## src/rtl/edge_point_collector.sv

```systemverilog
// Tags the sampled pixel stream with raster coordinates, keeps valid edge points in a FIFO
// and serialises each one as a header/a/b record on a 32-bit valid/ready stream.
module edge_point_collector #(
  parameter int IMG_W      = 512,
  parameter int IMG_H      = 320,
  parameter int FIFO_DEPTH = 16,
  parameter bit KEEP_ALL   = 1'b0
) (
  input  logic        clk,
  input  logic        rst,
  input  logic        ab_start,
  input  logic [31:0] result_a,
  input  logic [31:0] result_b,
  input  logic        adivbyzero,
  input  logic        bdivbyzero,
  input  logic [3:0]  state,
  output logic [31:0] out_data,
  output logic        out_valid,
  input  logic        out_ready,
  output logic        out_last,
  output logic        frame_done,
  output logic [15:0] edge_count,
  output logic        overflow
);

  localparam int AW = $clog2(FIFO_DEPTH);
  localparam int CW = AW + 1;
  localparam logic [9:0]    X_LAST  = 10'(IMG_W - 1);
  localparam logic [9:0]    Y_LAST  = 10'(IMG_H - 1);
  localparam logic [CW-1:0] OCC_MAX = CW'(FIFO_DEPTH);

  typedef struct packed {
    logic [9:0]  y;
    logic [9:0]  x;
    logic [3:0]  st;
    logic        adz;
    logic        bdz;
    logic [31:0] a;
    logic [31:0] b;
  } rec_t;

  typedef enum logic [1:0] {S_IDLE, S_HDR, S_A, S_B} ser_t;

  function automatic logic [31:0] header(input rec_t r);
    return {r.y, r.x, r.st, 6'b0, r.adz, r.bdz};
  endfunction

  // ---------------- sample stage ----------------
  logic [9:0] x_q, y_q;
  logic       s1_vld_q, s1_first_q, frame_done_q;
  rec_t       s1_rec_q;
  logic       keep;

  assign keep = KEEP_ALL || ((state != 4'd0) && !adivbyzero && !bdivbyzero);

  always_ff @(posedge clk or posedge rst) begin
    if (rst) begin
      x_q          <= '0;
      y_q          <= '0;
      s1_vld_q     <= 1'b0;
      s1_first_q   <= 1'b0;
      frame_done_q <= 1'b0;
      s1_rec_q     <= '0;
    end else begin
      s1_vld_q     <= ab_start && keep;
      s1_first_q   <= ab_start && (x_q == 10'd0) && (y_q == 10'd0);
      frame_done_q <= ab_start && (x_q == X_LAST) && (y_q == Y_LAST);
      if (ab_start) begin
        s1_rec_q <= '{y: y_q, x: x_q, st: state, adz: adivbyzero, bdz: bdivbyzero,
                      a: result_a, b: result_b};
        if (x_q == X_LAST) begin
          x_q <= '0;
          y_q <= (y_q == Y_LAST) ? 10'd0 : y_q + 10'd1;
        end else begin
          x_q <= x_q + 10'd1;
        end
      end
    end
  end

  // ---------------- record FIFO ----------------
  ser_t          state_q;
  logic [CW-1:0] fifo_cnt_q;
  logic [AW-1:0] wr_ptr_q, rd_ptr_q;
  rec_t          mem_q [FIFO_DEPTH];
  rec_t          fifo_rd;
  logic [CW-1:0] occ;
  logic          fifo_empty, busy, wr_en, drop, pop;
  logic [15:0]   edge_cnt_q;
  logic          overflow_q;

  // The record held by the serializer still occupies a slot until its last beat leaves,
  // so total capacity in flight is exactly FIFO_DEPTH records.
  assign busy       = (state_q != S_IDLE);
  assign occ        = fifo_cnt_q + CW'(busy);
  assign fifo_empty = (fifo_cnt_q == '0);
  assign wr_en      = s1_vld_q && (occ < OCC_MAX);
  assign drop       = s1_vld_q && !(occ < OCC_MAX);
  assign fifo_rd    = mem_q[rd_ptr_q];
  assign pop        = !fifo_empty && ((state_q == S_IDLE) || ((state_q == S_B) && out_ready));

  always_ff @(posedge clk) begin
    if (wr_en) mem_q[wr_ptr_q] <= s1_rec_q;
  end

  always_ff @(posedge clk or posedge rst) begin
    if (rst) begin
      fifo_cnt_q <= '0;
      wr_ptr_q   <= '0;
      rd_ptr_q   <= '0;
      edge_cnt_q <= '0;
      overflow_q <= 1'b0;
    end else begin
      fifo_cnt_q <= fifo_cnt_q + CW'(wr_en) - CW'(pop);
      if (wr_en) wr_ptr_q <= wr_ptr_q + AW'(1);
      if (pop)   rd_ptr_q <= rd_ptr_q + AW'(1);
      if (drop)  overflow_q <= 1'b1;
      if (s1_first_q)
        edge_cnt_q <= wr_en ? 16'd1 : 16'd0;
      else if (wr_en && (edge_cnt_q != 16'hFFFF))
        edge_cnt_q <= edge_cnt_q + 16'd1;
    end
  end

  // ---------------- serializer ----------------
  logic [31:0] cur_a_q, cur_b_q;
  logic [31:0] out_data_q;
  logic        out_valid_q, out_last_q;

  always_ff @(posedge clk or posedge rst) begin
    if (rst) begin
      state_q     <= S_IDLE;
      cur_a_q     <= '0;
      cur_b_q     <= '0;
      out_data_q  <= '0;
      out_valid_q <= 1'b0;
      out_last_q  <= 1'b0;
    end else begin
      case (state_q)
        S_IDLE: begin
          if (!fifo_empty) begin
            cur_a_q     <= fifo_rd.a;
            cur_b_q     <= fifo_rd.b;
            out_data_q  <= header(fifo_rd);
            out_valid_q <= 1'b1;
            out_last_q  <= 1'b0;
            state_q     <= S_HDR;
          end
        end
        S_HDR: begin
          if (out_ready) begin
            out_data_q <= cur_a_q;
            state_q    <= S_A;
          end
        end
        S_A: begin
          if (out_ready) begin
            out_data_q <= cur_b_q;
            out_last_q <= 1'b1;
            state_q    <= S_B;
          end
        end
        S_B: begin
          if (out_ready) begin
            out_last_q <= 1'b0;
            if (!fifo_empty) begin
              cur_a_q    <= fifo_rd.a;
              cur_b_q    <= fifo_rd.b;
              out_data_q <= header(fifo_rd);
              state_q    <= S_HDR;
            end else begin
              out_valid_q <= 1'b0;
              state_q     <= S_IDLE;
            end
          end
        end
        default: state_q <= S_IDLE;
      endcase
    end
  end

  assign out_data   = out_data_q;
  assign out_valid  = out_valid_q;
  assign out_last   = out_last_q;
  assign frame_done = frame_done_q;
  assign edge_count = edge_cnt_q;
  assign overflow   = overflow_q;

endmodule

```

## config.mk

```make
export PLATFORM = sky130hd
export DESIGN_NAME = edge_point_collector
export DESIGN_NICKNAME = d
export VERILOG_FILES = /design/src/rtl/edge_point_collector.sv
export SDC_FILE = /design/constraint.sdc
export NUM_CORES = 2
export LEC_CHECK = 0
export CAP_MARGIN = 20
export CORE_MARGIN = 5
export CORE_UTILIZATION = 40
export DETAILED_ROUTE_END_ITERATION = 16
export GPL_ROUTABILITY_DRIVEN = 1
export GPL_TIMING_DRIVEN = 1
export PLACE_DENSITY_LB_ADDON = 0.08
export SYNTH_ARGS = -nofsm -noshare
export SYNTH_HDL_FRONTEND = slang
export SYNTH_SLANG_ARGS = --single-unit
```

## constraint.sdc

```tcl
create_clock -name clk -period 15 [get_ports clk]
set_clock_uncertainty 0.2 [all_clocks]
set_input_delay 2.25 -clock clk [delete_from_list [all_inputs] [get_ports clk]]
set_output_delay 2.25 -clock clk [all_outputs]
set_load 0.01 [all_outputs]
```

# Word-level counts from Yosys, hierarchy flattened
# Memories as Yosys holds them, arrays and structs flattened.
# Cells that the tools add are included.
[totals] mem_count=1 mem_bits_rw=1440 output_inout_bits=52 ff_bits=243
[op_classes] add_sub_neg=8 n_lt_le_gt_ge=1 eq_ne=11 muxes=32 n_reduce_logical=32
[mem_list] memory="mem_q" words=16 word_bits=90 rd=1 rd_ports_with_merged_regs=0 wr=1 line="85" rtl="rec_t mem_q [FIFO_DEPTH];"
[ops] operator="$mux W32" count=8
[ops] operator="$pmux W32 S2" count=2
[ops] operator="$pmux W32 S4" count=1
[ops] operator="$mux W16" count=2
[ops] operator="$add A10 B1 Y10 const B" count=2
[ops] operator="$eq A10 B9 Y1 const B" count=2
[ops] operator="$logic_not A10 Y1" count=2
[ops] operator="$mux W10" count=2
[ops] operator="$add A16 B1 Y16 const B" count=1
[ops] operator="$ne A16 B16 Y1 const B" count=1
[ops] operator="$logic_and A1 B1 Y1" count=12
[ops] operator="$reduce_and A4 Y1" count=3
[ops] operator="$add A5 B1 Y5" count=2
[ops] operator="$mux W1" count=10
[ops] operator="$ne A2 B2 Y1 const B" count=5
[ops] operator="$add A4 B1 Y4 const B" count=2
[ops] operator="$mux W2" count=4
[ops] operator="$pmux W2 S4" count=1
[ops] operator="$reduce_bool A2 Y1" count=3
[ops] operator="$logic_not A5 Y1" count=1
[ops] operator="$lt A5 B5 Y1 const B" count=1
[ops] operator="$sub A5 B1 Y5" count=1
[ops] operator="$eq A2 B2 Y1 const B" count=2
[ops] operator="$logic_not A1 Y1" count=4
[ops] operator="9 further kinds" count=10

# Depth between registers and ports, before layout
[depth] depth_word=7 depth_mapped=17 ltp_nobuf=15

# Worst setup path after synthesis
# Ideal clock, no wire load.
[synth_path] kind="flip-flop to flip-flop" startpoint="register state_q[0]" endpoint="memory mem_q[0][0] in the netlist's numbering (enable)" path_stages_with_launch=9 slack_ns=6.201 setup_time_ns=0.649 arrival_ns=7.950 synth_period_minus_slack_ns=8.799 cell_sequence="dfrtp_1 inv_1 ha_1 and4b_1 buf_6 mux2i_4 clkbuf_1 nand2_1 nor3_1"
[synth_via] elab_chain_len=6
[synth_rtl] element="start: declaration" line="82" rtl="ser_t state_q;"
[synth_rtl] element="start signal: assignment" line="132" rtl="state_q <= S_IDLE;"
[synth_rtl] element="start signal: assignment" line="147" rtl="state_q <= S_HDR;"
[synth_rtl] element="start signal: assignment" line="153" rtl="state_q <= S_A;"
[synth_rtl] element="$reduce_bool A2 Y1" line="94" rtl="assign busy = (state_q != S_IDLE);"
[synth_rtl] element="$add A5 B1 Y5" line="95" rtl="assign occ = fifo_cnt_q + CW'(busy);"
[synth_rtl] element="$lt A5 B5 Y1" line="97" rtl="assign wr_en = s1_vld_q && (occ < OCC_MAX);"
[synth_rtl] element="$logic_and A1 B1 Y1" line="97"
[synth_rtl] element="$mux W1" line="103" rtl="if (wr_en) mem_q[wr_ptr_q] <= s1_rec_q;"
[synth_rtl] element="$mux W1 (not written as such)" line="103"
[synth_rtl] element="end: declaration" line="85"
# Every way passes these cells.

# Worst setup path in the final report
[layout_path] startpoint="register state_q[0]" endpoint="memory mem_q[7][35] in the netlist's numbering (enable)"
# Same word-level chain as after synthesis.

==> summary.md <==
| Metric | Value |
|---|---|
| Status | `finished, final reports clean` |
| Tcrit/Tclk final | `0.3350` |
| CTS H-tree lvls | `4` |
| Worst endpoint data arrival time | `5.24 ns` |
| Fill count | `13340` |
| Reg clk slew, reported paths | `0.05 ns` |
| Sequential share of the synthesized area | `0.7666` |
| Die area | `169000 sq um` |
| Via count | `30840` |
| Num CTS Buffers | `180` |
| Minimum clock period | `about 5.0 ns` |
| Pwr dens | `between 150 and 200 nW/um^2` |
| Top-count cell post-synth | `edfxtp_1` |
| Post-route ant nets | `0` |
| GRT overflow | `0` |
| Number of vias per cell | `5.558` |
| Peak supply drop | `156.7 uV` |
| Post-synth EDFFs | `1440` |
| Switching pwr | `4.192 mW` |
| Maximum clock rate | `199.0 MHz` |
| Synth top area cells | `edfxtp_1, mux4_2, dfrtp_1` |
| Share of layout cells above drive strength 1 | `0.2603` |
| Synth Instances | `3022` |
| Worst Path Buf+Inv | `3` |
| Critical path's top delay family | `buffers and inverters` |
| PnR worst setup slack | `roughly 10 ns` |
| Hold-critical path depth | `1` |
| Top post-synthesis cells by count | `edfxtp_1, mux4_2, dfrtp_1` |
| FF-to-FF setup slack | `9.98 ns` |
| Rel. slew slack | `0.2709` |
| Cell mode on critical path | `buf_4` |
| Cts repair resizes | `0` |
| Slew Viols, Final | `0` |
| Compound-cell area share of the yosys netlist | `0.02744` |
| Post-synthesis async set-or-reset flop share | `0.1444` |
| Average size of a mapped cell | `21.29 sq um` |
| Pint | `9.568 mW` |
| Max incr delay on CP | `between 0.8 and 0.9 ns` |
| Hold crit path type | `reg2reg` |
| Setup TNS Final | `0 ns` |
| Slew @ Worst Pin | `1.094 ns` |
| Largest family of logic cells by synthesized area | `multiplexers` |
| P&R area growth vs syn | `15.33%` |
| Syn Nets | `3119` |
| First-pass GRT wire length | `236000 microns` |
| Number of setup buffers added after CTS | `0` |
| Critical path startpoint category | `flip-flop` |
| Die height | `411.1 microns` |
| Crit-path slowest cell | `buf_4` |
| CP Class | `reg2reg` |
| Logic pwr share | `0.255` |
| Dpl ws | `between 9 and 10 ns` |
| Xor/xnor share of the synthesized area | `0.003812` |
| Post-Synth Adder-Cell Area | `0.004590` |
| RePlAce Congestion | `0.7568` |
| Core area | `roughly 160000 sq um` |
| Worst setup EP type | `flip-flop` |
| Reg2reg path depth | `8` |
| WHS | `0.2844 ns` |
| Initial drt markers | `3099` |
| Clk sinks | `1683` |
| Mapped cell area | `64340 sq um` |
| P_leak | `24.60 nW` |
| CTS tree | `yes` |
| I/O pins | `126` |
| Final hold violations | `0` |
| Setup violations, final | `0` |
| Total power | `13.76 mW` |
| Switching Share | `0.3047` |
| Area occupied by registers | `roughly 49000 sq um` |
| Remaining DRCs | `0` |
| Initial Utilization | `0.4016` |
| Simple-gate portion of the synthesized area | `0.01890` |
| GRT Util Overall | `0.1938` |
| Die width | `approximately 410 microns` |
| # port buffers | `125` |
| Critical path depth | `8` |
| Cell taking the most area after synthesis | `edfxtp_1` |
| Distinct cell type count after synthesis | `53` |
| Multiplexer share of the synthesized area | `0.1659` |
| Crit path cell chain | `inv_1 > ha_2 > and4b_1 > mux2i_4 > nand2_1 > nor2_4 > buf_4 > buf_4` |
| TritonRoute pass-1 iters | `5` |
| Yosys reg bits | `1683` |
| Final core utilization | `0.4632` |
| CTS Root Cell | `clkbuf_16` |
| Clock network power share | `0.319` |
| Number of global-route vias before repair | `around 33000` |
| Synth top area share | `0.6721` |
| Final HPWL DP | `88710 microns` |
| Multi-input gate area | `14350 sq um` |
| Top FF cell, synth | `edfxtp_1` |
| RSZ-0062 raised after global routing | `false` |
| DR WL/cell | `approximately 29 microns` |
| Seq pwr share | `0.427` |
| # rows | `roughly 150` |
| # hold bufs at CTS | `0` |
| Pin count of the biggest net entering global routing | `about 110` |
| Maxcap violations | `0` |
| Clock Latency Late Sink | `about 0.80 ns` |
| CTS Buffer Depth | `3` |
| Initial antenna violation count | `3` |
| CP Max Fanout | `46` |
| WP data required | `15.21 ns` |
| Nets | `3330` |
| Synthesis warning total | `0` |
| Total Wirelength | `163200 microns` |
-- worst paths after layout --
kind,end,from
max reg2reg,mem_q[7][35],state_q[0]
min reg2reg,overflow,overflow
min,overflow,overflow
max,mem_q[7][35],state_q[0]
min in group asynchronous,s1_rec_q[21],rst
max in group asynchronous,s1_rec_q[24],rst
-- cell type report --
cell class / instances / area share
flip-flops and latches: 1683 / 0.6649
well taps: 2160 / 0.03642
clock buffers: 249 / 0.06693
multi-input cells: 1151 / 0.1934
inverters: 22 / 0.001214
repair buffers: 195 / 0.02447
clock inverters: 88 / 0.01261
diodes: 1 / 0.00003373
-- cells in the final DEF (no fill, tap or decap), types with 6 or more instances in the layout --
cell	Yosys	final
clkinv_2	0	32
mux2i_1	81	81
a22oi_1	154	154
clkinv_1	0	25
inv_1	22	21
edfxtp_1	1440	1440
nand4_1	13	13
nand3_1	10	10
a21oi_1	19	19
dfrtp_1	243	240
clkbuf_16	0	182
a22o_1	7	7
and3_1	6	6
buf_4	6	67
or3_1	7	6
mux4_2	359	359
a221oi_1	25	25
xnor2_1	14	14
bufinv_16	0	14
clkbuf_1	67	51
ha_1	22	19
clkbuf_8	0	16
mux2_2	156	156
xor2_1	14	14
nor2_4	0	14
nor3_1	15	11
nor2_1	39	26
nand2_1	134	134
clkdlybuf4s50_1	0	124
o21ai_0	25	25
-- registers in the layout, summed over array words and instances (netlist names), 2 cells and up --
signal,flops
edge_count,16
x_q,10
state_q,2
mem_q,1440
out_data,32
s1_rec_q,90
cur_a_q,32
wr_ptr_q,4
y_q,10
cur_b_q,32
rd_ptr_q,4
fifo_cnt_q,5
-- worst reg2reg max path, cell delays in order, from the launching register on --
cell	delay (ns)
dfrtp_1	0.47
inv_1	0.12
ha_2	0.26
and4b_1	0.41
mux2i_4	0.54
nand2_1	0.38
nor2_4	0.73
buf_4	0.87
buf_4	0.65
-- routing by layer --
metal  share of wire  wire length [microns]  vias to the layer above  GRT usage
met1            0.44                  72470                    16830     0.2781
met2            0.48                  78110                      860     0.3076
met3           0.053                   8654                      217    0.03374
met5               0                      0                        -          0
li1                -                      -                    12940          -
met4           0.024                   3984                        0    0.05529
-- power groups by stage --
stage          clock network, mW  registers [mW]  logic (mW)
2_1_floorplan                  0            5.70        2.50
3_3_place_gp                   0            5.96        3.54
3_5_place_dp                   0            5.98        3.57
4_1_cts                     4.51            5.88        3.59
5_1_grt                     4.70            5.91        3.79
6_report                    4.38            5.87        3.50
-- cells by family (layout without fill, tap and decap cells) --
| group | Yosys count | in the layout |
|---|---|---|
| xor gates and xnor gates | 28 | 28 |
| and+or+nand+nor | 259 | 259 |
| other | 0 | 1 |
| DFF | 1683 | 1683 |
| adders and majority gates | 23 | 23 |
| buffers and inverters | 188 | 554 |
| AOI/OAI and AO/OA | 244 | 244 |
| muxes | 597 | 597 |
-- per-stage QoR --
stage | cell area (sq um) | std cells
finish | 74200 | 5549
global route | 74190 | 5548
CTS | 74190 | 5548
detailed placement | 68290 | 5211
global placement | 68290 | 5211
floorplan | 64340 | 3022
No activity file was read; power rests on OpenSTA's default activity.
